**src/rtl/strobe_pkg.sv**
```systemverilog
// strobe_pkg: shared definitions for strobe-based control blocks.
//   strobe_state_t            - FSM state encoding (IDLE=0, HIGH=1, GAP=2)
//   STROBE_WIDTH_BITS_DEFAULT - default width of length fields / counters
package strobe_pkg;

  typedef enum logic [1:0] {
    IDLE = 2'd0,
    HIGH = 2'd1,
    GAP  = 2'd2
  } strobe_state_t;

  localparam int STROBE_WIDTH_BITS_DEFAULT = 16;

endpackage

```
**src/rtl/strobe_stretcher_load_down_counter.sv**
```systemverilog
// load_down_counter: loadable unsigned down-counter with an is_one flag.
//   in_clock    - rising-edge clock
//   in_reset_n  - synchronous active-low reset, clears the count
//   load        - load load_value (has priority over dec)
//   load_value  - value to load
//   dec         - decrement request; ignored at 1 or 0 so the count never wraps
//   is_one      - count == 1
module load_down_counter #(
  parameter int W = 16
) (
  input  logic         in_clock,
  input  logic         in_reset_n,
  input  logic         load,
  input  logic [W-1:0] load_value,
  input  logic         dec,
  output logic         is_one
);

  logic [W-1:0] count;

  assign is_one = (count == W'(1));

  always_ff @(posedge in_clock) begin
    if (!in_reset_n)
      count <= '0;
    else if (load)
      count <= load_value;
    else if (dec && !is_one && (count != '0))
      count <= count - W'(1);
  end

endmodule

```
**src/rtl/strobe_stretcher.sv**
```systemverilog
// strobe_stretcher: turns one-cycle strobes into level pulses of in_length
// cycles, followed by HOLDOFF forced-low cycles.
//   in_clock     - system clock, rising edge
//   in_reset_n   - synchronous active-low reset
//   in_strobe    - start / retrigger request
//   in_length    - pulse length, sampled when a strobe is accepted
//   in_retrigger - 1: strobe during HIGH reloads the length
//   out_signal   - stretched pulse (registered)
//   out_busy     - high in HIGH and GAP (registered)
//   out_done     - one-cycle strobe in the first low cycle after a pulse
//   out_dropped  - one-cycle strobe the cycle after an ignored strobe
module strobe_stretcher
  import strobe_pkg::*;
#(
  parameter int WIDTH_BITS = STROBE_WIDTH_BITS_DEFAULT,
  parameter int HOLDOFF    = 2
) (
  input  logic                  in_clock,
  input  logic                  in_reset_n,
  input  logic                  in_strobe,
  input  logic [WIDTH_BITS-1:0] in_length,
  input  logic                  in_retrigger,
  output logic                  out_signal,
  output logic                  out_busy,
  output logic                  out_done,
  output logic                  out_dropped
);

  // Holdoff counter needs at least one bit even when HOLDOFF is 0.
  localparam int HW = (HOLDOFF > 0) ? $clog2(HOLDOFF + 1) : 1;

  strobe_state_t state, state_nxt;
  logic len_load, len_dec, len_is_one;
  logic hold_load, hold_dec, hold_is_one;
  logic drop;
  logic len_nz;

  assign len_nz = |in_length;

  load_down_counter #(.W(WIDTH_BITS)) u_len_cnt (
    .in_clock   (in_clock),
    .in_reset_n (in_reset_n),
    .load       (len_load),
    .load_value (in_length),
    .dec        (len_dec),
    .is_one     (len_is_one)
  );

  load_down_counter #(.W(HW)) u_hold_cnt (
    .in_clock   (in_clock),
    .in_reset_n (in_reset_n),
    .load       (hold_load),
    .load_value (HW'(HOLDOFF)),
    .dec        (hold_dec),
    .is_one     (hold_is_one)
  );

  always_comb begin
    state_nxt = state;
    len_load  = 1'b0;
    len_dec   = 1'b0;
    hold_load = 1'b0;
    hold_dec  = 1'b0;
    drop      = 1'b0;
    case (state)
      IDLE: begin
        if (in_strobe) begin
          if (len_nz) begin
            len_load  = 1'b1;
            state_nxt = HIGH;
          end else begin
            drop = 1'b1;
          end
        end
      end
      HIGH: begin
        if (in_strobe && in_retrigger && len_nz) begin
          // Reload wins over end-of-pulse, so a retrigger on the last
          // cycle extends the pulse with no low gap.
          len_load = 1'b1;
        end else begin
          drop = in_strobe;
          if (len_is_one) begin
            if (HOLDOFF > 0) begin
              hold_load = 1'b1;
              state_nxt = GAP;
            end else begin
              state_nxt = IDLE;
            end
          end else begin
            len_dec = 1'b1;
          end
        end
      end
      GAP: begin
        drop = in_strobe;
        if (hold_is_one)
          state_nxt = IDLE;
        else
          hold_dec = 1'b1;
      end
      default: state_nxt = IDLE;
    endcase
  end

  always_ff @(posedge in_clock) begin
    if (!in_reset_n)
      state <= IDLE;
    else
      state <= state_nxt;
  end

  // Outputs are registered from the next state so they line up with it.
  always_ff @(posedge in_clock) begin
    if (!in_reset_n) begin
      out_signal  <= 1'b0;
      out_busy    <= 1'b0;
      out_done    <= 1'b0;
      out_dropped <= 1'b0;
    end else begin
      out_signal  <= (state_nxt == HIGH);
      out_busy    <= (state_nxt != IDLE);
      out_done    <= (state == HIGH) && (state_nxt != HIGH);
      out_dropped <= drop;
    end
  end

endmodule

```
**config.mk**
```make
export PLATFORM = sky130hd
export DESIGN_NAME = strobe_stretcher
export DESIGN_NICKNAME = d
export VERILOG_FILES = /design/src/rtl/strobe_pkg.sv /design/src/rtl/strobe_stretcher_load_down_counter.sv /design/src/rtl/strobe_stretcher.sv
export SDC_FILE = /design/constraint.sdc
export NUM_CORES = 1
export LEC_CHECK = 0
export ABC_AREA = 1
export BUFFER_PORTS_ARGS = -buffer_cell sky130_fd_sc_hd__buf_2
export CORE_ASPECT_RATIO = 0.8
export CORE_MARGIN = 2
export CORE_UTILIZATION = 60
export DETAILED_ROUTE_END_ITERATION = 10
export GPL_TIMING_DRIVEN = 1
export PLACE_DENSITY = 0.82
export SYNTH_ARGS = -nofsm -noshare
export SYNTH_HDL_FRONTEND = slang
export SYNTH_HIERARCHICAL = 1
export SYNTH_SLANG_ARGS = --single-unit
export TNS_END_PERCENT = 5
```
**constraint.sdc**
```tcl
create_clock -name in_clock -period 3.3 [get_ports in_clock]
set_input_delay 0 -clock in_clock [delete_from_list [all_inputs] [get_ports in_clock]]
set_output_delay 0 -clock in_clock [all_outputs]
set_load 0.03 [all_outputs]
```
# Word-level counts from Yosys, hierarchy flattened
# Index checks and enable logic that the tools add are counted.
[word_totals]
register_bits = 24
latchBits = 0
ramBits = 0
romBits = 0
in_bits = 20
output_inout_bits = 4
elab_cells = 60
mem_count = 0
[op_classes]
n_addsub = 2
mul = 0
div_mod_pow = 0
magnitude_cmp = 0
eq_ne = 6
n_shift = 0
n_mux = 26
n_bitwise = 1
reduce_logical = 17
[ops]
columns = ["cell", "count"]
rows = [
  ["$mux 16", 2],
  ["$eq 16x1->1 const B", 1],
  ["$reduce_bool 16->1", 1],
  ["$reduce_or 16->1", 1],
  ["$sub 16x1->16 const B", 1],
  ["$mux 1", 14],
  ["$mux 2", 7],
  ["$reduce_bool 2->1", 4],
  ["$logic_and 1x1->1", 7],
  ["$eq 2x1->1 const B", 3],
  ["$pmux 2 s3", 1],
  ["$pmux 1 s3", 1],
  ["$eq 2x2->1 const B", 1],
  ["$logic_not 1->1", 2],
  ["$logic_not 2->1", 1],
  ["$ne 2x1->1 const B", 1],
  ["$pmux 1 s2", 1],
  ["$reduce_or 2->1", 1],
  ["$sub 2x1->2 const B", 1],
  ["$not 1->1", 1],
]

# Longest topological paths before layout
# Gate-level depths: netlist of the first run.
[depth]
ltp_word = 8
depth_mapped = 14
ltp_nobuf = 14

# Cells and area by module
# The synthesis of the first run kept the hierarchy.
[modules_own_cells]
columns = ["module", "instances", "cells_per_inst", "area_each_um2", "seq_area_each_um2"]
rows = [
  ["load_down_counter (u_len_cnt)", 1, 210, 1288.7, 320.3],
  ["strobe_stretcher", 1, 55, 364.1, 120.1],
  ["load_down_counter (u_hold_cnt)", 1, 23, 145.1, 40.0],
]

# Least setup slack after synthesis of the first run
# Ideal clock, no wire load.
[synth_timing]
kind = "register to register"
startpoint = "register u_len_cnt.count[1]"
endpoint = "register u_len_cnt.count[3]"
setup_time_ns = 0.068
arrival_ns = 1.535
required_ns = 3.232
path_slack_ns = 1.697
stages_incl_launch_ff = 13
path_buffers = 1
synth_period_minus_slack_ns = 1.603
path_cell_list = "dfxtp_1 inv_1 ha_1 nand2_1 nor2_1 nand2_2 inv_1 nor2_1 nand3_4 nand2_4 buf_6 nand2_1 a21oi_2"
[synth_via]
elab_chain_len = 7
word_cells_on_any_way = 12
cone_classes = "add/sub (1); eq/ne (1); mux (5); reduce/logical (5)"
[synth_rtl]
columns = ["item", "line", "text"]
rows = [
  ["from (decl)", "strobe_stretcher_load_down_counter.sv:19", "logic [W-1:0] count;"],
  ["from (signal assigned)", "strobe_stretcher_load_down_counter.sv:27", "count <= load_value;"],
  ["from (signal assigned)", "strobe_stretcher_load_down_counter.sv:29", "count <= count - W'(1);"],
  ["$eq 16x1->1", "strobe_stretcher_load_down_counter.sv:21", "assign is_one = (count == W'(1));"],
  ["named net len_is_one", "strobe_stretcher.sv:33", "logic len_load, len_dec, len_is_one;"],
  ["$mux 1", "strobe_stretcher.sv:83", "if (len_is_one) begin"],
  ["$mux 1", "strobe_stretcher.sv:77", "if (in_strobe && in_retrigger && len_nz) begin"],
  ["$mux 1", "strobe_stretcher.sv:65", "case (state)"],
  ["named net len_dec", "strobe_stretcher.sv:33", ""],
  ["$logic_and 1x1->1 (2 in a row)", "strobe_stretcher_load_down_counter.sv:28", "else if (dec && !is_one && (count != '0))"],
  ["$reduce_bool 2->1 (no source line)", "n/a", ""],
]
# The timed path passes the listed nets, and every way through them passes these cells. The select of a mux whose other input is x is not followed.
# A chain may end at the register's enable or synchronous reset.

# Worst setup path after layout of the first run
[layout_timing]
startpoint = "register state[0]"
endpoint = "register u_len_cnt.count[9]"
[layout_via]
word_cells_on_any_way = 8
cone_classes = "eq/ne (1); mux (3); reduce/logical (4)"
[layout_lines]
columns = ["item", "line", "text"]
rows = [
  ["from (decl)", "strobe_stretcher.sv:32", "strobe_state_t state, state_nxt;"],
  ["from (signal assigned)", "strobe_stretcher.sv:110", "state <= state_nxt;"],
  ["$eq 2x1->1 or $logic_not 2->1 (tied branches)", "strobe_stretcher.sv:65", ""],
  ["$pmux 1 s2 (*)", "strobe_stretcher.sv:65", ""],
  ["named net len_load", "strobe_stretcher.sv:33", ""],
  ["$mux 16 or $reduce_bool 2->1 (tied branches)", "n/a", ""],
]
# The timed path passes the listed nets; every way through them passes the cells marked *.

==> results of run 1 <==
-- routing by layer --
| layer | GRT usage (%) | up-vias | wire length [um] |
|---|---|---|---|
| met2 | 39.46 | 49 | 1754 |
| met1 | 35.77 | 760 | 1920 |
| met5 | 0 | - | 0 |
| met4 | 7.986 | 0 | 59 |
| met3 | 5.106 | 6 | 250 |
| li1 | - | 943 | - |
-- power by group --
group	internal [mW]	total, mW	switching, mW
registers	0.316	0.349	0.0323
logic	0.123	0.343	0.221
clock network	0.106	0.199	0.0929
total	0.545	0.892	0.346
-- synth_stat cells, types with 3 or more instances --
library cell and instances:
a21oi_1 14, o21ai_0 6, clkbuf_1 3, dfxtp_1 24, nand2_1 85, a21oi_2 5
nor2_2 5, inv_1 31, nand3_2 3, nand3_1 30, nor2_4 3, inv_2 3
nor2_1 37, nand2_2 6, ha_1 4, o21ai_1 3
-- worst min-delay path by stage --
stage | startpoint | end | depth (start not counted)
global route | in_strobe | out_dropped | 3
detailed placement | in_strobe | out_dropped | 3
finish | in_strobe | out_dropped | 3
floorplan | in_reset_n | out_busy | 2
CTS | in_strobe | out_dropped | 3
global placement | in_strobe | out_dropped | 3
-- flip-flops by register name, indices dropped and copies added, names as in the netlist --
name and count:
out_busy 1, u_len_cnt/count 16, u_hold_cnt/count 2, state 2, out_done 1, out_dropped 1
out_signal 1
-- tightest hold or removal path, cell delays in order --
cell	delay (ns)
buf_2	0.12
o211ai_1	0.11
a21oi_2	0.04
-- logic make-up (layout without fill, tap and decap cells) --
group	after synthesis	in the layout
compound gates	32	32
xor+xnor	3	3
fa+ha+maj	4	4
buf+inv	42	63
flops	24	24
other cells	2	2
simple gates	181	181
-- cell type report --
class | instances | area [um2] | area share, %
timing repair buffer | 24 | 122.6 | 6.222
multi-input combinational | 222 | 1134 | 57.52
clock buffer | 4 | 55.05 | 2.794
sequential | 24 | 480.5 | 24.38
tap | 38 | 47.55 | 2.413
inverter | 35 | 131.4 | 6.667
==> metrics.md, run 1 <==
| Metric | Value |
|---|---|
| Status | complete, no violations |
| Pins over their slew limit | 0 |
| Die Ht | 52.96 um |
| Yosys top cell area share | 26.72% |
| Slowest stage cell, crit path | inv_1 |
| Hold WC Path Type | in2reg |
| Adder-Cell Fraction of Synth Area | 2.784% |
| Vias in the first global route | approximately 1500 |
| Clk_skew | 0.002945 ns |
| Commonest non-fill, non-tap cell in the layout | nand2_1 |
| Crit-path max cell delay | 0.45 ns |
| Finished Core Util | roughly 70% |
| Row count | 17 |
| P per Cell Area | around 450 nW/um2 |
| Hold Buf Count CTS | 0 |
| Postcts setup bufs | 0 |
| Post-synthesis register bit count | 24 |
| Largest net degree at the start of global routing | 26 |
| Post-placement setup slack | 1.193 ns |
| 1st-iter DRT viols | 201 |
| Logic depth of the worst path, buffers included | 9 |
| Leakage | 0.9775 nW |
| Post-Syn Instances | 288 |
| Compound-Gate Fraction of Synth Area | 10.58% |
| Placed cell areas | 1916 um2 |
| Port buffer count | 23 |
| Top FF cell, synth | dfxtp_1 |
| Routability cong. | 0.8309 |
| Largest family of logic cells by synthesized area | simple AND/OR/NAND/NOR gates |
| Endpoints failing setup | 0 |
| Sequential cell area fraction in the yosys report | 26.72% |
| WP data arrival | 2.33 ns |
| Drt via density | roughly 5 |
| Tmin final | 2.137 ns |
| Final instance area | slightly below 2000 um2 |
| Least-Margin Pin Slew | 0.5618 ns |
| Placed cell count | approximately 340 |
| Worst path required time | 3.49 ns |
| Worst slew margin | 62.51% |
| Crit path cell chain | inv_2 -> or2_1 -> nand4_1 -> inv_1 -> clkinv_1 -> buf_4 -> nand2_4 -> nor2_1 -> nor3_1 |
| H-tree depth | 1 |
| Ys Warns | 6 |
| # DRC | 0 |
| RSZ-0062 raised after global routing | false |
| WL/cell | about 11 um |
| Root Driver | clkbuf_8 |
| Num Clock Sinks | 24 |
| N_diodes | 0 |
| MaxCap Viol Count | 0 |
| Post-synth top area cell | dfxtp_1 |
| Syn nets | 312 |
| Num CTS Buffers | 3 |
| Max FO, Critical Path | 25 |
| Final setup margin | 1.163 ns |
| Initial Utilization | between 60 and 70% |
| CP Launch Type | register |
| Final WL | 3985 um |
| Post-synth cell types | 36 |
| Core area | 2808 um2 |
| Share of cells above drive strength 1 | 19.09% |
| Post-synth ARST share | 0% |
| XOR/XNOR Fraction of Synth Area | 1.461% |
| Most frequent cells in the layout | nand2_1, nor2_1, inv_1, nand3_1, dfxtp_1 |
| Final layout net count | 334 |
| Period utilisation layout | 64.75% |
| GRT overflow | 0 |
| Clk_lat worst skew | 0.26 ns |
| Reg2Reg Capture Point | u_len_cnt/count[9] |
| Post-synthesis mux area share | 0% |
| Peak Freq | 0.4680 GHz |
| Reg2reg start | state[0] |
| Setup crit end kind | register |
| Fin cells | 347 |
| Die area | approximately 3500 um2 |
| Die extent in x | 65.20 um |
| Detailed Routing Iterations Pass 1 | 4 |
| Overall routing resource usage | between 20 and 30% |
| CP Capture Point | u_len_cnt/count[9] |
| Launch point of the worst path | state[0] |
| Total power | 0.8915 mW |
| Fin Hold WS | roughly 0.050 ns |
| Initial antenna violation count | 0 |
| Synthesized area per cell | about 6.2 um2 |
| Fill count | between 200 and 300 |
| Crit-path leading delay family | buffers and inverters |
| HPWL after DPL | 3001 um |
| Io pins | 24 |
| Post-DRT Antenna Nets | 0 |
| Final hold viol count | 0 |
| Area growth syn-to-layout | 9.603% |
| Setup TNS | 0 ns |
| Post-CTS sizing | 0 |
| Top post-synthesis cells by area | dfxtp_1, nand2_1, nand3_1 |
| Mapped Area | around 1800 um2 |
| FF-to-FF setup slack | 1.16 ns |
| VDD IR-drop max | 0.3520 mV |
| Post-Synth Simple-Gate Area | a little under half |
| Clock-pin slew on the worst setup and hold paths | 0.08 ns |
| Post-synth EDFFs | 0 |
| Worst setup path class | reg2reg |
| Worst Path Buf+Inv | 4 |
| Global-route wire length before repair | between 6000 and 7000 um |
| CTS tree | done |
| FF-to-FF path depth | 9 |
| Bufs on Longest Clock Path | 2 |
| Detailed-route via count | approximately 1800 |
(Power assumes the default switching activity.)
==> run 2: changes to the inputs <==
- CORE_UTILIZATION: 60 -> 52
- PLACE_DENSITY: 0.82 -> 0.75
- clock period: 3.3 -> 1.9 ns (I/O delays scaled with it)
==> metrics.md, run 2 (same netlist as run 1, synthesis figures left out) <==
| Metric | Value |
|---|---|
| Status | complete, no violations |
| Clk_skew | 0.01089 ns (+0.007945 ns) |
| Initial Utilization | 53.26% (-11 points) |
| Die area | 3947 um2 (+14%) |
| Period utilisation layout | 93.98% (+29 points) |
| Placed cell count | 353 (+2.9%) |
| Share of cells above drive strength 1 | 23.05% (+4.0 points) |
| HPWL after DPL | 3160 um (+5.3%) |
| Hold path start | in_strobe |
| Largest net degree at the start of global routing | 20 (-23%) |
| Vias in the first global route | 1565 (+2.8%) |
| Setup crit end kind | register |
| Worst setup path class | reg2reg |
| Final setup margin | 0.1143 ns (-1.049 ns) |
| Crit-path max cell delay | 0.38 ns (-0.07 ns) |
| Num Clock Sinks | 24 (unchanged) |
| Tmin final | 1.786 ns (-0.3510 ns) |
| Root Driver | clkbuf_8 |
| N_diodes | 0 (unchanged) |
| MaxCap Viol Count | 0 (unchanged) |
| Bufs on Longest Clock Path | 2 (unchanged) |
| Final hold viol count | 0 (unchanged) |
| Pins over their slew limit | 0 (unchanged) |
| Routability cong. | 0.8029 (-3.4%) |
| Final layout net count | 346 (+3.6%) |
| Fin Hold WS | 0.01687 ns (-0.03317 ns) |
| WP data arrival | 1.96 ns (-0.37 ns) |
| Setup TNS | 0 ns (unchanged) |
| GRT overflow | 0 (unchanged) |
| CP Launch Type | register |
| Die extent in x | 69.74 um (+7.0%) |
| Core area | 3376 um2 (+20%) |
| Die Ht | 56.60 um (+6.9%) |
| Max FO, Critical Path | 5 (-80%) |
| H-tree depth | 1 (unchanged) |
| Max reg flops | 16 (unchanged) |
| Crit path cell chain | nor2_4 -> nand2_2 -> nor2_4 -> nand2_2 -> inv_1 -> nand3_2 -> inv_1 -> inv_2 -> o21ai_1 -> nand2_1 -> nand2_1 -> nor2_2 |
| Clk_lat worst skew | 0.28 ns (+0.02 ns) |
| Port buffer count | 23 (unchanged) |
| Worst Path Buf+Inv | 3 (-1) |
| Initial antenna violation count | 0 (unchanged) |
| 1st-iter DRT viols | 93 (-54%) |
| Launch point of the worst path | u_len_cnt/count[8] |
| Endpoints failing setup | 0 (unchanged) |
| Most frequent cells in the layout | nand2_1, nor2_1, inv_1, nand3_1, dfxtp_1 |
| Overall routing resource usage | 22.27% (-3.2 points) |
| Post-placement setup slack | 0.03162 ns (-1.161 ns) |
| WL/cell | 11.88 um (+3.4%) |
| Row count | 19 (+2) |
| Worst path required time | 2.07 ns (-1.42 ns) |
| VDD IR-drop max | 0.6578 mV (+87%) |
| Area growth syn-to-layout | 19.83% |
| Commonest non-fill, non-tap cell in the layout | nand2_1 |
| P per Cell Area | 809.5 nW/um2 (+79%) |
| Detailed-route via count | 1840 (+4.7%) |
| Drt via density | 5.069 (about the same) |
| Clock-pin slew on the worst setup and hold paths | 0.09 ns (about the same) |
| Fill count | 338 (+31%) |
| Post-DRT Antenna Nets | 0 (unchanged) |
| Leakage | 1.057 nW (+8.1%) |
| Crit-path leading delay family | simple AND/OR/NAND/NOR gates |
| Most flop-heavy register | u_len_cnt/count |
| Fin cells | 363 (+4.6%) |
| Reg2reg start | u_len_cnt/count[8] |
| Largest regs | u_len_cnt/count: 16 flops, state: 2 flops, u_hold_cnt/count: 2 flops |
| Detailed Routing Iterations Pass 1 | 4 (unchanged) |
| Peak Freq | 0.5600 GHz (+20%) |
| CTS tree | done |
| Final WL | 4312 um (+8.2%) |
| Global-route wire length before repair | 7010 um (+4.2%) |
| Hold WC Path Type | in2reg |
| # DRC | 0 (unchanged) |
| Slowest stage cell, crit path | dfxtp_1 |
| Num CTS Buffers | 3 (unchanged) |
| Io pins | 24 (unchanged) |
[run 2: cell types whose count changed in the layout (fill, tap and decap cells not counted), moves of 2 or more]
cell	before	now
buf_12	0	3
buf_4	1	9
nor2_1	37	35
nor2_4	3	6
[run 2: per-stage QoR]
stage	utilization [%]	instance area, um2	power [mW]
final	63.83	2155	1.744
after global routing	63.83	2155	1.865
after CTS	60.97	2058	1.699
after detailed placement	58.60	1978	1.235
after global placement	58.60	1978	1.223
after floorplan	-	1798	1.094
[run 2: repair_timing]
action | 4_1_cts | 5_1_grt
cloned | 0 | 1
pin swaps | 0 | 2
gates resized for setup | 1 | 6
buffers inserted | 0 | 5
endpoints found under the setup margin | 1 | 16
hold buffers | 0 | 0
[run 2: cell type report]
| cell class | instances | area [um2] | area share, % |
|---|---|---|---|
| Multi-Input combinational cell | 223 | 1172 | 54.41 |
| Sequential cell | 24 | 480.5 | 22.30 |
| Timing Repair Buffer | 35 | 242.7 | 11.27 |
| Inverter | 35 | 135.1 | 6.272 |
| Tap cell | 42 | 52.55 | 2.439 |
| Clock buffer | 3 | 41.29 | 1.916 |
| Clock inverter | 1 | 30.03 | 1.394 |
[run 2: path summary, 6_finish.rpt]
path | end | slack (ns) | cells past startpoint
min | out_dropped | 0.02 | 3
max | u_hold_cnt/count[0] | 0.11 | 12
min reg2reg | u_len_cnt/count[11] | 0.54 | 2
max reg2reg | u_hold_cnt/count[0] | 0.11 | 12
[run 2: tightest hold or removal path, stage by stage]
cell,delay (ns)
buf_2,0.12
o211ai_1,0.10
a21oi_2,0.03
[run 2: metal layers]
metal	wire length (um)	up-vias	track usage (%)
met5	0	-	0
met3	247	3	4.309
li1	-	974	-
met1	2003	815	29.97
met4	19	0	5.220
met2	2042	48	37.23
[run 2: power breakdown]
part / total [mW] / internal [mW] / switching [mW]
sequential: 0.603 / 0.550 / 0.0534
clock: 0.457 / 0.282 / 0.175
combinational: 0.684 / 0.266 / 0.418
